===== src/rtl/arith_result_serializer.sv =====
// Captures one operand/result frame from the 3-bit arithmetic unit and replays it as tagged beats.
// Optional build macro ARITH_SER_DIVZ_SKIP_EN: divide-by-zero frames stop after the product beat.
module arith_result_serializer #(
  parameter int OP_W  = 3,
  parameter int CNT_W = 8
) (
  input  logic              clk,
  input  logic              rst_n,
  input  logic              in_valid,
  output logic              in_ready,
  input  logic [OP_W-1:0]   a,
  input  logic [OP_W-1:0]   b,
  input  logic [OP_W:0]     y_sum,
  input  logic [OP_W-1:0]   y_diff,
  input  logic [2*OP_W-2:0] y_prod,
  input  logic [OP_W-1:0]   y_quot,
  input  logic [OP_W-1:0]   y_rem,
  output logic              out_valid,
  input  logic              out_ready,
  output logic [2*OP_W-2:0] out_data,
  output logic [2:0]        out_tag,
  output logic              out_last,
  output logic              out_err,
  output logic [CNT_W-1:0]  frame_cnt
);

  localparam int DW = 2*OP_W-1;

  // Handshakes: a transfer happens on a rising clk edge where valid && ready are both high;
  // valid never waits on ready, and a beat's payload holds until it transfers.
  typedef enum logic {IDLE, SEND} state_t;

  state_t             state, state_nxt;
  logic [2:0]         idx, idx_nxt;
  logic [OP_W:0]      cap_sum;
  logic [OP_W-1:0]    cap_diff;
  logic [2*OP_W-2:0]  cap_prod;
  logic [OP_W-1:0]    cap_quot;
  logic [OP_W-1:0]    cap_rem;
  logic               cap_dz;
  logic               accept;
  logic               frame_done;
  logic [2:0]         last_idx;

  always_comb begin
    state_nxt  = state;
    idx_nxt    = idx;
    in_ready   = 1'b0;
    out_valid  = 1'b0;
    out_data   = '0;
    out_tag    = '0;
    out_last   = 1'b0;
    out_err    = 1'b0;
    accept     = 1'b0;
    frame_done = 1'b0;
    last_idx   = 3'd4;
`ifdef ARITH_SER_DIVZ_SKIP_EN
    if (cap_dz) last_idx = 3'd2;
`endif
    case (state)
      IDLE: begin
        in_ready = 1'b1;
        if (in_valid) begin
          accept    = 1'b1;
          state_nxt = SEND;
          idx_nxt   = 3'd0;
        end
      end
      SEND: begin
        out_valid = 1'b1;
        out_tag   = idx;
        out_last  = (idx == last_idx);
        case (idx)
          3'd0: out_data = DW'(cap_sum);
          3'd1: out_data = DW'(cap_diff);
          3'd2: out_data = cap_prod;
          // Quotient/remainder are undefined upstream when B=0, so they are forced to zero.
          3'd3: begin
            out_err  = cap_dz;
            out_data = cap_dz ? '0 : DW'(cap_quot);
          end
          3'd4: begin
            out_err  = cap_dz;
            out_data = cap_dz ? '0 : DW'(cap_rem);
          end
          default: out_data = '0;
        endcase
        if (out_ready) begin
          if (out_last) begin
            frame_done = 1'b1;
            state_nxt  = IDLE;
            idx_nxt    = 3'd0;
          end else begin
            idx_nxt = idx + 3'd1;
          end
        end
      end
      default: state_nxt = IDLE;
    endcase
  end

  always_ff @(posedge clk or negedge rst_n) begin
    if (!rst_n) begin
      state     <= IDLE;
      idx       <= '0;
      cap_sum   <= '0;
      cap_diff  <= '0;
      cap_prod  <= '0;
      cap_quot  <= '0;
      cap_rem   <= '0;
      cap_dz    <= 1'b0;
      frame_cnt <= '0;
    end else begin
      state <= state_nxt;
      idx   <= idx_nxt;
      if (accept) begin
        cap_sum  <= y_sum;
        cap_diff <= y_diff;
        cap_prod <= y_prod;
        cap_quot <= y_quot;
        cap_rem  <= y_rem;
        cap_dz   <= (b == '0);
      end
      if (frame_done) frame_cnt <= frame_cnt + CNT_W'(1);
    end
  end

  // Upstream contract: sum and difference presented with a frame match its operands.
  sum_diff_consistent: assert property (@(posedge clk) disable iff (!rst_n)
    (in_valid && in_ready) |-> ((y_sum == ((OP_W+1)'(a) + (OP_W+1)'(b))) && (y_diff == a - b)));

endmodule


===== config.mk =====
export PLATFORM = sky130hd
export DESIGN_NAME = arith_result_serializer
export DESIGN_NICKNAME = d
export VERILOG_FILES = /design/src/rtl/arith_result_serializer.sv
export SDC_FILE = /design/constraint.sdc
export NUM_CORES = 1
export LEC_CHECK = 0
export CAP_MARGIN = 15
export CORE_MARGIN = 5
export CORE_UTILIZATION = 30
export CTS_CLUSTER_DIAMETER = 30
export DETAILED_ROUTE_END_ITERATION = 8
export PLACE_DENSITY_LB_ADDON = 0.1
export SYNTH_ARGS = -nofsm -noshare
export SYNTH_HDL_FRONTEND = slang
export SYNTH_SLANG_ARGS = --single-unit

===== constraint.sdc =====
create_clock -name clk -period 3.1 [get_ports clk]
set_input_delay 0.465 -clock clk [delete_from_list [all_inputs] [get_ports clk]]
set_output_delay 0.465 -clock clk [all_outputs]
set_load 0.1 [all_outputs]

[After elaboration in Yosys (flattened, before gate mapping)]
Index checks and enable logic that the tools add are counted.
Word-level totals
  flip-flop bits (word level): 31
  input port bits: 28
  output and inout port bits: 20
  word-level logic and storage cells: 44
Operators by class
  add/subtract/negate cells: 2
  eq/ne operators: 6
  mux-type cells: 22
  bitwise gates (word level): 1
  reductions and logical operators: 4
Operators by type and width (number)
  5-bit case mux with 5 select lines: 1
  3-bit 2-to-1 mux: 6
  1-bit 2-to-1 mux: 12
  8-bit by 1-bit adder with 8-bit output, second input constant: 1
  3-bit by 2-bit equality test with 1-bit output, second input constant: 2
  3-bit zero test: 2
  3-bit case mux with 2 select lines: 1
  5-bit 2-to-1 mux: 1
  2-bit inequality test, second input constant: 2
  3-bit by 1-bit adder with 3-bit output, second input constant: 1
  3-bit by 1-bit equality test with 1-bit output, second input constant: 1
  3-bit equality test, second input constant: 1
  1-bit case mux with 2 select lines: 1
  2-bit AND reduction: 1
  2-bit OR reduction: 1
  1-bit inverter: 1

[Logic depth before layout (Yosys ltp)]
Gate-level depths: netlist (run 1).
  depth in word-level cells: 4
  mapped depth: 6

[Least setup slack after synthesis (run 1)]
No wires, ideal clock.
  kind: reg-to-output
  start: reg state
  end: out out_data[3]
  arrival: 4153 ps
  path slack: -1518 ps
  cell stages (with the launch flop): 5
  path through: dfrtp_1 buf_4 inv_1 clkbuf_1 nor3_1
Between the ends
  cells in the longest elaborated chain, start to end: 1
Ends and longest elaborated chain
  from (decl): RTL line 33  | state_t state, state_nxt;
  from (signal assigned): RTL line 114  | state <= state_nxt;
  5-bit 2-to-1 mux: RTL line 60  | case (state)
  to (decl): RTL line 20  | output logic [2*OP_W-2:0] out_data,
Every way passes these cells.

[Worst setup path in the final report (run 1)]
  start: reg idx[0]
  end: out out_data[0]
Between the ends
  cells in the longest elaborated chain, start to end: 3
  elaborated cells on any way between the ends: 7
Ends and longest elaborated chain
  from (decl): RTL line 34  | logic [2:0] idx, idx_nxt;
  from (signal assigned): RTL line 115  | idx <= idx_nxt;
  3-bit equality test (tied with other cells): RTL line 73  | case (idx)
  5-bit case mux with 5 select lines *: RTL line 73
  5-bit 2-to-1 mux *: RTL line 60
Mark *: on every way between the ends. The rest lies on a longest branch, timed or not.

==> results of run 1 <==
[flip-flops by register name (all words and copies together) (netlist names), 3 cells and up]
name,flops
cap_rem,3
cap_prod,5
cap_diff,3
cap_quot,3
idx,3
cap_sum,4
frame_cnt,8
[final timing paths]
kind,startpoint,endpoint,slack [ns],depth (start not counted)
max in group asynchronous,rst_n,state,2.21,2
min in group asynchronous,rst_n,frame_cnt[5],0.58,2
hold / removal,frame_cnt[7],frame_cnt[7],0.47,1
hold reg to reg,frame_cnt[7],frame_cnt[7],0.47,1
setup reg to reg,idx[1],frame_cnt[4],1.29,6
setup / recovery,idx[0],out_data[0],0.62,6
[routing by layer]
metal,vias up,GRT usage [%]
li1,560,-
met1,563,14.92
met2,38,20.61
met3,4,3.548
met4,0,4.561
met5,-,0
[cell usage in the layout, fill, tap and decap left out, types with 4 or more instances in the layout]
cell type        synthesis  routed
dfrtp_1                 31      30
clkdlybuf4s50_1          0      24
buf_4                    1      22
mux2_2                  20      20
nor2_1                  12      11
nand2_1                 10      10
ha_1                     6       6
clkbuf_8                 0       5
inv_1                    4       4
xnor2_1                  4       4
[through the flow]
stage	TNS (ns)	setup WS, ns	cell area, um2	cells	utilization [%]
after CTS	0	0.5879	2157	248	43.06
after floorplan	-1.432	-0.1948	1536	128	-
after global routing	0	0.4535	2157	248	43.06
after global placement	0	0.9168	2024	240	40.41
final	0	0.6160	2157	248	43.06
after detailed placement	0	0.9047	2024	240	40.41
[final cells by class]
| class | count | area, um2 | area share [%] |
|---|---|---|---|
| Sequential cell | 31 | 777.0 | 36.02 |
| Clock buffer | 6 | 72.57 | 3.364 |
| Inverter | 4 | 15.01 | 0.6961 |
| Multi-Input combinational cell | 87 | 699.4 | 32.42 |
| Tap cell | 70 | 87.58 | 4.060 |
| Clock inverter | 2 | 60.06 | 2.784 |
| Timing Repair Buffer | 48 | 445.4 | 20.65 |
[worst reg2reg max path: stages (launching register included)]
cell and delay, ns:
dfrtp_1 0.41, inv_1 0.14, ha_1 0.37, buf_4 0.21, and4_2 0.28, nand4_1 0.13
xnor2_1 0.15
[cell families after synthesis]
family / Yosys count / synth area share, %
mux: 20 / 14.80
buf+inv: 10 / 3.865
simple gates: 38 / 12.91
compound gates: 16 / 8.471
fa+ha+maj: 6 / 4.934
xor+xnor: 7 / 4.030
flops: 31 / 50.99
==> impl_metrics.tcl, run 1 <==
set metrics [dict create \
    dr.pass1.iters 4 \
    maxSlewViolCount 0 \
    synth-warning-count 0 \
    track_usage_pct 12.30 \
    ctsResizeCount 0 \
    cts_tree "done" \
    crit_path_end_kind "output port" \
    nFillCells 503 \
    hold_viol 0 \
    io_pins 48 \
    wl_met3_um 253 \
    ys_seq_area_share_pct 50.99 \
    grt_overflow 0 \
    tightest_slew_ns 0.4600 \
    syn_nets 162 \
    maxCapViolCount 0 \
    drt-initial-drc-count 64 \
    status "completed" \
    grt_max_degree 32 \
    fin_skew_ns 0.002711 \
    dp_hpwl_um 2708 \
    critPathLaunchType "flip-flop" \
    die_h_um 81.22 \
    worstPathArrival_ns 2.02 \
    cts_buffers 5 \
    hold_ws_ns 0.4671 \
    path_delay_family "compound AO/OA/AOI/OAI gates" \
    vias 1165 \
    die_w_um 81.22 \
    place_congestion 0.7090 \
    drtAntennaViolNets 0 \
    rows 26 \
    grt_pass1_wl_um 6092 \
    crit_type "reg2out" \
    path_buf_inv 2 \
    via_per_inst 4.698 \
    synthCells 128 \
    synth_area_leaders "dfrtp_1, mux2_2, ha_1" \
    fin_nets 211 \
    initial_utilization_pct 30.37 \
    synth.largest_area_cell "dfrtp_1" \
    ys_ff_latch 31 \
    cts.hold.buffers_added 0 \
    grt_setup_unrepaired "false" \
    setup_viol 0 \
    synthArstFlopShare_pct 100.0 \
    grt_antenna_before_repair 0 \
    clk_latency_ns 0.28 \
    io_buffers 44 \
    grt_pass1_vias 1223 \
    dieArea_um2 6596 \
    cp_max_fo 8 \
    cts_buffer_depth 2 \
    highest_layer "met4" \
    wire_per_inst_um 14.98 \
    crit_chain "inv_1 > ha_1 > a222oi_1 > o22a_1 > nor2_2 > buf_4" \
    drt-met1-wl_um 1585 \
    yosysMostFrequentCell "dfrtp_1" \
    layout-area-overhead-vs-synth_pct 41.78 \
    clkSinkCount 31 \
    yosys-top-cells-count "dfrtp_1, mux2_2, nor2_1" \
    insertedDiodeCount 0 \
    cts_root_buf "clkbuf_8" \
    synth_area_um2 1521 \
    totalWireLength_um 3716 \
    clk_pin_slew_ns 0.07 \
    cts_htree_levels 2 \
    drive_gt1_share_pct 32.58 \
    min_period_ns 2.484 \
    core_region_area_um2 5010 \
    dr_wl_met2_um 1827 \
    cts_setup_buffers 0 \
    relSlewSlack_pct 69.30 \
    ys_dominant_reg_cell "dfrtp_1" \
    cpMaxStageDelayCell "dfrtp_1" \
    required_ns 2.63 \
    post-route-drc-count 0 \
    max_freq_mhz 402.6 \
    synth_cell_types 29 \
    synth_top_area_share_pct 50.99 \
    synth_edf_count 0 \
    worst_hold_path_type "reg2reg" \
    max_stage_delay_ns 0.43 \
    period_share_pct 80.13 \
    avgSynthCellArea_um2 11.89 \
]
Power of run 1 is not shown: default switching activity piles up to over one toggle a cycle in this logic, so the estimate is an artifact.
==> run 2, diff against run 1 <==
==> constraint.sdc (replaced) <==
create_clock -name clk -period 2.5 [get_ports clk]
set_input_delay 0.375 -clock clk [delete_from_list [all_inputs] [get_ports clk]]
set_output_delay 0.375 -clock clk [all_outputs]
set_load 0.1 [all_outputs]
==> run 2 against run 1 <==
Sequential cell count unchanged. Die area unchanged. Via count increased by 0.17%. Global-route usage increased by 0.24 points. Cell area increased by 7.5%. Largest cell class unchanged. Highest routed layer unchanged.
==> impl_metrics.tcl, run 2 (synthesis results as in run 1) <==
set metrics [dict create \
    via_per_inst 4.649 \
    fin_cells 251 \
    min_period_ns 2.373 \
    worst_r2r_path_depth 6 \
    worstPathArrival_ns 2.00 \
    wire_per_inst_um 15.15 \
    crit_path_end_kind "output port" \
    tightest_slew_ns 0.4156 \
    nFillCells 481 \
    die_h_um 81.22 \
    r2r_slack_ns 0.80 \
    insertedDiodeCount 0 \
    path_depth 7 \
    path_delay_family "compound AO/OA/AOI/OAI gates" \
    die_w_um 81.22 \
    maxSlewViolCount 0 \
    dieArea_um2 6596 \
    core_region_area_um2 5010 \
    fin_skew_ns 0.006755 \
    cpMaxStageDelayCell "dfrtp_1" \
    rows 26 \
    endpoint "out_data[2]" \
    largest_reg_flops 8 \
    grt_max_degree 32 \
    grt_pass1_vias 1269 \
    layout_common_cells "dfrtp_1, clkdlybuf4s50_1, mux2_2, buf_4, buf_12" \
    grt_setup_unrepaired "false" \
    totalWireLength_um 3803 \
    crit_type "reg2out" \
    path_buf_inv 3 \
    period_share_pct 94.91 \
    hold_viol 0 \
    place_congestion 0.7304 \
    cts_root_buf "clkbuf_8" \
    worst_hold_path_type "reg2reg" \
    crit_start "idx[1]" \
    grt_overflow 0 \
    track_usage_pct 12.54 \
    io_buffers 44 \
    cp_max_fo 12 \
    required_ns 2.12 \
    vias 1167 \
    relSlewSlack_pct 72.30 \
    cts_buffer_depth 2 \
    clk_pin_slew_ns 0.07 \
    grt_antenna_before_repair 0 \
    dp.cells 243 \
    cts_tree "done" \
    clkSinkCount 31 \
    clk_latency_ns 0.28 \
    maxCapViolCount 0 \
    grt_pass1_wl_um 6175 \
    initial_utilization_pct 30.37 \
    worstReg2RegStart "idx[1]" \
    drive_gt1_share_pct 38.12 \
    regArea_um2 780.7 \
    io_pins 48 \
    whs_path_depth 1 \
    dr.pass1.iters 4 \
    cts_buffers 5 \
    largestRegisters "frame_cnt: 8 flops, cap_prod: 5 flops, cap_sum: 4 flops" \
    largest-register "frame_cnt" \
    max_stage_delay_ns 0.40 \
    drtAntennaViolNets 0 \
    dp_hpwl_um 2807 \
    layout-area-overhead-vs-synth_pct 52.47 \
    fin_nets 214 \
    crit_chain "inv_1 > ha_1 > buf_4 > a222oi_1 > o22a_1 > nor2_4 > buf_12" \
    setup_viol 0 \
    drt-initial-drc-count 47 \
    max_freq_mhz 421.5 \
    cts_htree_levels 2 \
    status "completed" \
    final_common_cell "dfrtp_1" \
    critPathLaunchType "flip-flop" \
    post-route-drc-count 0 \
    multiInputGateArea_um2 764.5 \
    rr_endpoint "frame_cnt[6]" \
]
run 2: area by class of cell:
cell class | count | area share (%)
Tap cell | 70 | 3.776
Clock inverter | 1 | 0.2158
Timing Repair Buffer | 51 | 25.03
Multi-Input combinational cell | 87 | 32.96
Sequential cell | 31 | 33.66
Clock buffer | 7 | 3.722
Inverter | 4 | 0.6473
run 2: routing by layer:
layer / global-route usage, % / wire length (um) / vias to the layer above
li1: - / - / 561
met1: 16.01 / 1760 / 568
met2: 19.87 / 1788 / 32
met3: 4.324 / 201 / 6
met4: 4.054 / 53 / 0
met5: 0 / 0 / -
run 2: worst min-delay path by stage:
stage	from	to	slack, ns
after global routing	frame_cnt[7]	frame_cnt[7]	0.51
after CTS	frame_cnt[7]	frame_cnt[7]	0.49
after detailed placement	frame_cnt[7]	frame_cnt[7]	0.47
after floorplan	rst_n	cap_diff[0]	0.08
after global placement	frame_cnt[7]	frame_cnt[7]	0.46
final	frame_cnt[7]	frame_cnt[7]	0.48
run 2: what timing repair did:
| action | CTS | global route |
|---|---|---|
| setup endpoints to repair | 0 | 3 |
| hold buffers | 0 | 0 |
| setup buffers | 0 | 0 |
| gates resized for setup | 0 | 1 |
run 2: through the flow:
stage	cell area (um2)	util [%]	hold slack (ns)	setup slack (ns)	TNS [ns]
after global routing	2320	46.30	0.5118	0.008032	0
after global placement	2227	44.46	0.4584	0.3966	0
after floorplan	1607	-	0.07941	-0.02969	-0.02969
after CTS	2318	46.28	0.4885	0.05609	0
after detailed placement	2227	44.46	0.4725	0.3780	0
final	2320	46.30	0.4837	0.1273	0
Power of run 2 is left out for the same reason.
==> run 3, diff against run 2 <==
--- a/config.mk
+++ b/config.mk
@@ -7,10 +7,10 @@
 export LEC_CHECK = 0
 export CAP_MARGIN = 15
 export CORE_MARGIN = 5
-export CORE_UTILIZATION = 30
+export CORE_UTILIZATION = 46
 export CTS_CLUSTER_DIAMETER = 30
 export DETAILED_ROUTE_END_ITERATION = 8
-export PLACE_DENSITY_LB_ADDON = 0.1
+export PLACE_DENSITY = 0.9
 export SYNTH_ARGS = -nofsm -noshare
 export SYNTH_HDL_FRONTEND = slang
 export SYNTH_SLANG_ARGS = --single-unit
==> run 3 against run 2 <==
Critical path depth fell by 1. Cell area shrank 3.1%. Fmax decreased by 0.19%. Sequential cell count did not move. Clock skew fell by 0.00094 ns. Count of clock-buffer cells in the layout decreased by 2. Hold slack got worse by 0.064 ns. Global-route usage increased by 5.8 points. Critical path type unchanged.
==> impl_metrics.tcl, run 3 (synthesis results as in run 1) <==
set metrics [dict create \
    die_w_um 67.51 \
    crit_path_end_kind "output port" \
    drtAntennaViolNets 0 \
    dp.cells 215 \
    worst_r2r_path_depth 6 \
    tightest_slew_ns 0.5326 \
    cp_max_fo 6 \
    cts_buffers 5 \
    io_pins 48 \
    worstReg2RegStart "idx[1]" \
    required_ns 2.12 \
    cts_buffer_depth 2 \
    track_usage_pct 18.33 \
    hold_viol 0 \
    place_congestion 0.8858 \
    drt-initial-drc-count 49 \
    die_h_um 67.51 \
    max_freq_mhz 420.7 \
    grt_overflow 0 \
    totalWireLength_um 3702 \
    cts.hold.buffers_added 0 \
    layout-area-overhead-vs-synth_pct 47.78 \
    cts_setup_buffers 0 \
    hold_ws_ns 0.4196 \
    grt_antenna_before_repair 0 \
    maxCapViolCount 0 \
    worst_hold_path_type "in2async" \
    wire_per_inst_um 16.60 \
    post-route-drc-count 0 \
    maxSlewViolCount 0 \
    grt_max_degree 32 \
    grt_pass1_vias 1255 \
    relSlewSlack_pct 64.45 \
    cts_root_buf "clkbuf_4" \
    endpoint "out_data[1]" \
    via_per_inst 5.435 \
    rows 20 \
    largest-register "frame_cnt" \
    clk_latency_ns 0.34 \
    fin_cells 223 \
    r2r_slack_ns 0.78 \
    fin_skew_ns 0.005819 \
    worstPathArrival_ns 2.00 \
    clk_pin_slew_ns 0.10 \
    cts_tree "done" \
    dr.pass1.iters 5 \
    final_common_cell "dfrtp_1" \
    layout_common_cells "dfrtp_1, clkdlybuf4s50_1, mux2_2, buf_4, buf_12" \
    insertedDiodeCount 0 \
    grt_pass1_wl_um 6065 \
    crit_start "idx[0]" \
    finalSetupTns_ns 0 \
    dp_hpwl_um 2865 \
    drive_gt1_share_pct 39.11 \
    min_period_ns 2.377 \
    final_core_util_pct 72.46 \
    fin_nets 212 \
    rr_endpoint "frame_cnt[6]" \
    dieArea_um2 4558 \
    status "completed" \
    vias 1212 \
    crit_type "reg2out" \
    period_share_pct 95.09 \
    critPathLaunchType "flip-flop" \
    cts_htree_levels 2 \
    io_buffers 44 \
    setup_viol 0 \
    core_region_area_um2 3103 \
    initial_utilization_pct 49.03 \
    clkSinkCount 31 \
    largestRegisters "frame_cnt: 8 flops, cap_prod: 5 flops, cap_sum: 4 flops" \
    largest_reg_flops 8 \
]
-- run 3: critical path: stages (launching register included) --
cell      delay, ns
dfrtp_2        0.42
inv_1          0.13
ha_2           0.25
a222oi_1       0.39
o22a_1         0.23
nor2_4         0.06
buf_12         0.18
-- run 3: worst min-delay path by stage --
stage                   endpoint  slack [ns]
global placement    frame_cnt[7]        0.46
finish               cap_diff[0]        0.42
detailed placement  frame_cnt[7]        0.47
CTS                  cap_prod[1]        0.44
floorplan            cap_diff[0]        0.08
global route         cap_prod[1]        0.45
-- run 3: final cells by class --
class	count	area, um2
multi-input combinational	87	779.5
timing repair buffer	49	565.5
inverter	4	15.01
fill	228	854.6
tap	44	55.05
clock inverter	3	15.01
clock buffer	5	37.54
sequential	31	780.7
-- run 3: stage by stage --
stage | instance area [um2] | worst slack (ns)
final | 2248 | 0.1229
after global routing | 2248 | -0.005906
after CTS | 2235 | 0.02968
after detailed placement | 2180 | 0.3466
after global placement | 2180 | 0.4448
after floorplan | 1607 | -0.02969
-- run 3: metal layers --
layer	track usage, %	routed length [um]	share of wire, %	vias up
met5	0	0	0	-
met4	9.114	73	2.0	0
met3	3.161	181	4.9	7
met2	32.20	2042	55	41
met1	21.29	1405	38	607
li1	-	-	-	557
-- run 3: what timing repair did --
action | CTS | global route
setup endpoints to repair | 2 | 3
gates resized for setup | 1 | 3
pin swaps | 0 | 2
Power of run 3 is left out for the same reason.
